[config.mk]
export PLATFORM = sky130hd
export DESIGN_NAME = tick_stim_gen
export DESIGN_NICKNAME = d
export VERILOG_FILES = /design/src/rtl/tick_stim_gen.sv
export SDC_FILE = /design/constraint.sdc
export NUM_CORES = 1
export LEC_CHECK = 0
export BUFFER_PORTS_ARGS = -buffer_cell sky130_fd_sc_hd__buf_2
export CAP_MARGIN = 15
export CORE_ASPECT_RATIO = 0.9
export CORE_MARGIN = 10
export CORE_UTILIZATION = 52
export DETAILED_ROUTE_END_ITERATION = 12
export GPL_TIMING_DRIVEN = 0
export PLACE_DENSITY = 0.73
export REMOVE_ABC_BUFFERS = 1
export SYNTH_ARGS = -nofsm -noshare
export SYNTH_HDL_FRONTEND = slang
export SYNTH_SLANG_ARGS = --single-unit
[constraint.sdc]
create_clock -name clk -period 4.4 [get_ports clk]
set_input_delay 0 -clock clk [delete_from_list [all_inputs] [get_ports clk]]
set_output_delay 0 -clock clk [all_outputs]
set_load 0.01 [all_outputs]
[src/rtl/tick_stim_gen.sv]
`default_nettype none
// ============================================================================
// tick_stim_gen : ready/valid market-tick source (const/ramp/walk/spike)
// Revision      : 1.0
// ============================================================================
module tick_stim_gen #(
  parameter int          PRICE_W      = 8,
  parameter int          VOL_W        = 8,
  parameter int          CHANNELS     = 2,
  parameter logic [15:0] SEED         = 16'hACE1,
  parameter int          SPIKE_PERIOD = 8,
  parameter int          SPIKE_MAG    = 32,
  localparam int         CW           = (CHANNELS > 1) ? $clog2(CHANNELS) : 1
) (
  input  logic               clk,
  input  logic               rst_n,
  input  logic               ena,
  input  logic               cfg_start,
  input  logic               cfg_stop,
  input  logic [1:0]         cfg_mode,
  input  logic [15:0]        cfg_count,
  input  logic [PRICE_W-1:0] cfg_base,
  input  logic [PRICE_W-1:0] cfg_step,
  input  logic [VOL_W-1:0]   cfg_vol,
  output logic               tick_valid,
  input  logic               tick_ready,
  output logic [CW-1:0]      tick_chan,
  output logic [PRICE_W-1:0] tick_price,
  output logic [VOL_W-1:0]   tick_vol,
  output logic               busy,
  output logic               done
);

  localparam logic [15:0] c_SEED = (SEED == 16'h0000) ? 16'h0001 : SEED;
  localparam logic [15:0] c_TAPS = 16'hB400;
  localparam int          c_PMAX = (1 << PRICE_W) - 1;

  typedef enum logic [1:0] {
    S_IDLE = 2'd0,
    S_RUN  = 2'd1,
    S_DONE = 2'd2
  } state_t;

  state_t             state_q, state_d;
  logic [1:0]         mode_q, mode_d;
  logic [15:0]        tgt_q, tgt_d;
  logic [PRICE_W-1:0] step_q, step_d;
  logic [VOL_W-1:0]   vol_q, vol_d;
  logic [15:0]        lfsr_q, lfsr_d;
  logic [CW-1:0]      chan_q, chan_d;
  logic [15:0]        cnt_q, cnt_d;
  logic               done_q, done_d;
  logic [PRICE_W-1:0] price_q [CHANNELS];
  logic [PRICE_W-1:0] price_d [CHANNELS];

  logic [PRICE_W-1:0] w_cur_price;
  logic [PRICE_W-1:0] w_next_price;
  logic [PRICE_W-1:0] w_spike_price;
  logic [PRICE_W+1:0] w_walk_sum;
  logic [32:0]        w_spike_sum;
  logic [15:0]        w_cnt_inc;
  logic [15:0]        w_lfsr_adv;
  logic               w_spike;
  logic               w_hs;

  always_comb begin
    w_cur_price = '0;
    for (int i = 0; i < CHANNELS; i++) begin
      if (chan_q == CW'(i)) w_cur_price = price_q[i];
    end
  end

  assign w_cnt_inc  = cnt_q + 16'd1;
  assign w_lfsr_adv = {1'b0, lfsr_q[15:1]} ^ (lfsr_q[0] ? c_TAPS : 16'h0000);
  assign w_spike    = (mode_q == 2'd3) && ((w_cnt_inc % 16'(SPIKE_PERIOD)) == 16'd0);
  assign w_hs       = ena && tick_valid && tick_ready;

  // Walk sum is one bit wider than needed so the sign bit flags underflow.
  assign w_walk_sum  = {2'b00, w_cur_price} + {{(PRICE_W-2){lfsr_q[3]}}, lfsr_q[3:0]};
  assign w_spike_sum = {{(33-PRICE_W){1'b0}}, w_cur_price} + 33'(SPIKE_MAG);

  always_comb begin
    w_spike_price = w_spike_sum[PRICE_W-1:0];
    if (w_spike_sum > 33'(c_PMAX)) w_spike_price = PRICE_W'(c_PMAX);
  end

  always_comb begin
    w_next_price = w_cur_price;
    case (mode_q)
      2'd1, 2'd3: w_next_price = w_cur_price + step_q;
      2'd2: begin
        if (w_walk_sum[PRICE_W+1])  w_next_price = '0;
        else if (w_walk_sum[PRICE_W]) w_next_price = PRICE_W'(c_PMAX);
        else                          w_next_price = w_walk_sum[PRICE_W-1:0];
      end
      default: w_next_price = w_cur_price;
    endcase
  end

  always_comb begin
    state_d = state_q;
    mode_d  = mode_q;
    tgt_d   = tgt_q;
    step_d  = step_q;
    vol_d   = vol_q;
    lfsr_d  = lfsr_q;
    chan_d  = chan_q;
    cnt_d   = cnt_q;
    done_d  = 1'b0;
    price_d = price_q;
    case (state_q)
      S_IDLE, S_DONE: begin
        if (cfg_start) begin
          state_d = S_RUN;
          mode_d  = cfg_mode;
          tgt_d   = cfg_count;
          step_d  = cfg_step;
          vol_d   = cfg_vol;
          lfsr_d  = c_SEED;
          chan_d  = '0;
          cnt_d   = '0;
          for (int i = 0; i < CHANNELS; i++) price_d[i] = cfg_base;
        end
      end
      S_RUN: begin
        if (w_hs) begin
          cnt_d  = w_cnt_inc;
          lfsr_d = w_lfsr_adv;
          chan_d = (chan_q == CW'(CHANNELS-1)) ? '0 : chan_q + CW'(1);
          for (int i = 0; i < CHANNELS; i++) begin
            if (chan_q == CW'(i)) price_d[i] = w_next_price;
          end
        end
        // A tick accepted in the same cycle as stop still counts.
        if (cfg_stop || (w_hs && (tgt_q != 16'd0) && (w_cnt_inc == tgt_q))) begin
          state_d = S_DONE;
          done_d  = 1'b1;
        end
      end
      default: state_d = S_IDLE;
    endcase
  end

  always_ff @(posedge clk) begin
    if (!rst_n) begin
      state_q <= S_IDLE;
      mode_q  <= 2'd0;
      tgt_q   <= 16'd0;
      step_q  <= '0;
      vol_q   <= '0;
      lfsr_q  <= c_SEED;
      chan_q  <= '0;
      cnt_q   <= 16'd0;
      done_q  <= 1'b0;
      for (int i = 0; i < CHANNELS; i++) price_q[i] <= '0;
    end else if (ena) begin
      state_q <= state_d;
      mode_q  <= mode_d;
      tgt_q   <= tgt_d;
      step_q  <= step_d;
      vol_q   <= vol_d;
      lfsr_q  <= lfsr_d;
      chan_q  <= chan_d;
      cnt_q   <= cnt_d;
      done_q  <= done_d;
      price_q <= price_d;
    end
  end

  assign tick_valid = (state_q == S_RUN);
  assign busy       = (state_q == S_RUN);
  assign done       = done_q;
  assign tick_chan  = chan_q;
  assign tick_price = w_spike ? w_spike_price : w_cur_price;
  assign tick_vol   = w_spike ? '1 : (mode_q[1] ? lfsr_q[VOL_W-1:0] : vol_q);

endmodule
`default_nettype wire

==> impl_metrics.yaml <==
timing:
  setup_tns_ns: 0
  rsz0062_at_grt: "false"
  drv_slew: 0
  fin_skew_ns: 0.00639
  hold_slack_ns: 0.0345
  hold_viol: 0
  worst_pin_slew_ns: 1.08
  max_freq_ghz: 0.258
  finalCritPeriodShare_pct: 88.1
  relSlewSlack_pct: 27.8
  setup_viol: 0
  fin_crit_ns: 3.88
placed_design:
  dp_cells: 803
  place_hpwl_microns: 9760
  gp_congestion: 0.906
  portBuffers: 67
floorplan:
  die_area_sq_um: 14500
  core-area_sq_um: 9740
  die_h_microns: 115
  fp-row-count: 34
  initial_utilization_pct: 53.9
  die_x_microns: 126
  num_io_pins: 68
layout:
  fillers: 793
  syn2layout_area_growth_pct: 18.7
  final_cells: 856
  nets: 795
  insertedDiodeCount: 0
  final_util_pct: 63.9
  drive_gt1_share_pct: 14.5
min_path:
  worstHoldPathType: "primary input to flip-flop"
clock_tree:
  htree_num_levels: 3
  root_buffer: "clkbuf_8"
  clock-sinks: 86
  clk_pin_slew_ns: 0.09
  clk_latency_ns: 0.36
  cts_tree: "yes"
  cts_resized: 0
  cts_buffers: 9
  cts.path.max_buffers: 2
flow_run:
  maxCapViolCount: 0
pwr:
  clockPowerShare_pct: 36.1
  swShare_pct: 28.3
  power-per-cell-area_nw_per_um2: 288
  finalPower_uw: 1790
  p_comb_share_pct: 17.1
  ir_drop_mv: 0.217
  power_frac_seq_pct: 46.8
  p_sw_uw: 507
  power_leakage_uw: 0.00263
  cell_internal_pwr_uw: 1290
drt:
  via_per_inst: 5.82
  ant_nets: 0
  detail_route.wl_per_cell_microns: 16.3
  drtIter0Drc: 382
  finalWirelength_microns: 13900
  num_vias: 4985
  route.detailed.drc: 0
  first_pass_iters: 5
critical_path:
  start_kind: "flip-flop"
  crit_required_ns: 4.61
  path_max_fanout: 15
  crit_type: "flip-flop to flip-flop"
  cp-end-kind: "flip-flop"
  critical_path_arrival_ns: 4.09
synth:
  syn_inst: 649
  ys_types: 64
  ys_ff_latch: 86
  synthArstFlopShare_pct: 0
  synth_top_area_share_pct: 32.8
  yosysWarnings: 0
  synthFlopType: "dfxtp_1"
  yosys.cell_count.top_type: "nand2_1"
  syn-cell-area_sq_um: 5250
  ys_seq_area_share_pct: 32.8
  synth_edf_count: 0
  synth_area_leaders: "dfxtp_1, nand2_1, a21boi_0, ha_1, xnor2_1"
  synth_area_per_cell_sq_um: 8.08
  yosysTopAreaCell: "dfxtp_1"
  synth_common_cells: "nand2_1, dfxtp_1, a21boi_0, clkbuf_1, nor2_1"
global_route:
  grt_pass1_vias: 4830
  grt_pass1_wl_microns: 23300
  groute.usage.overall_pct: 19.0
  antenna_found_initial: 0
  overflow: 0
  grt_max_degree: 52
run_status:
  status: "completed"
## per-stage QoR
step / setup WS (ns) / cell area, sq um
6_report: 0.523 / 6230
5_1_grt: 0.376 / 6230
4_1_cts: 0.630 / 6230
3_5_place_dp: 0.645 / 5630
3_3_place_gp: 0.705 / 5560
2_1_floorplan: 1.16 / 5070
## layout make-up
| class | instances | area, sq um | area share, % |
|---|---|---|---|
| repair buffers | 107 | 768 | 12.3 |
| multi-input cells | 505 | 3290 | 52.9 |
| clock buffers | 10 | 138 | 2.21 |
| flip-flops and latches | 86 | 1720 | 27.6 |
| inverters | 16 | 60.1 | 0.964 |
| well taps | 126 | 158 | 2.53 |
| clock inverters | 6 | 91.3 | 1.47 |
## placed cells by master (no fill, tap or decap), drive strengths merged, types with 3 or more instances in the layout
master,instances
o21ai,31
nor2,30
a21oi,22
nor4,14
o22ai,9
xor2,10
a2bb2oi,4
or3,3
a31oi,5
dlygate4sd3,37
o21a,3
a221oi,3
and3,9
inv,18
nor3,11
and4,4
nand3b,4
a22oi,14
o211ai,5
mux2i,18
dfxtp,86
a21boi,41
a21o,8
clkbuf,10
o31ai,6
and2,4
o221a,4
buf,70
xnor2,29
nor2b,19
nand3,19
ha,20
nand2b,5
nand4,9
nand2,118
## cell families after synthesis
logic type | Yosys count | synth area share (%)
AOI/OAI and AO/OA | 169 | 22.8
xor gates and xnor gates | 39 | 6.65
adders and majority gates | 22 | 5.53
buffers and inverters | 58 | 4.48
DFF | 86 | 32.8
muxes | 19 | 3.72
and+or+nand+nor | 256 | 24.0
## layer usage
metal | global-route usage (%) | wire (microns)
met5 | 0 | 0
met4 | 6.60 | 166
met3 | 3.96 | 926
met2 | 30.5 | 6280
met1 | 24.9 | 6580
## power by group through the flow
stage / Sequential [uW] / Clock (uW) / Combinational [uW]
4_1_cts: 839 / 659 / 302
3_5_place_dp: 857 / 0 / 276
5_1_grt: 844 / 688 / 341
3_3_place_gp: 855 / 0 / 264
2_1_floorplan: 848 / 0 / 180
6_report: 839 / 648 / 306
## state kept, by name (all words and copies together), names as in the netlist
| register | count |
|---|---|
| done | 1 |
| state_q | 2 |
| lfsr_q | 16 |
| step_q | 8 |
| tgt_q | 16 |
| price_q | 16 |
| tick_chan | 1 |
| vol_q | 8 |
| cnt_q | 16 |
| mode_q | 2 |
## worst max-delay path, cell delays in order (launching register included)
cell and delay (ns):
dfxtp_1 0.78, mux2i_1 0.43, inv_1 0.15, ha_1 0.23, fa_1 0.41, a21o_1 0.19
a21oi_2 0.19, o21ai_1 0.08, a221o_1 0.45, o211a_1 0.27, a2111oi_2 0.41, o31ai_1 0.14
## repair_timing
item	CTS	global route
hold buffers	37	0
buffers inserted	0	0
hold endpoints to repair	37	0
## final timing paths
kind | from | endpoint | slack (ns) | depth (start not counted)
hold reg to reg | vol_q[0] | vol_q[0] | 0.46 | 2
hold / removal | cfg_base[1] | price_q[9] | 0.03 | 4
setup / recovery | tick_chan | price_q[7] | 0.52 | 11
setup reg to reg | tick_chan | price_q[7] | 0.52 | 11
Power figures use the tool's default switching activity.
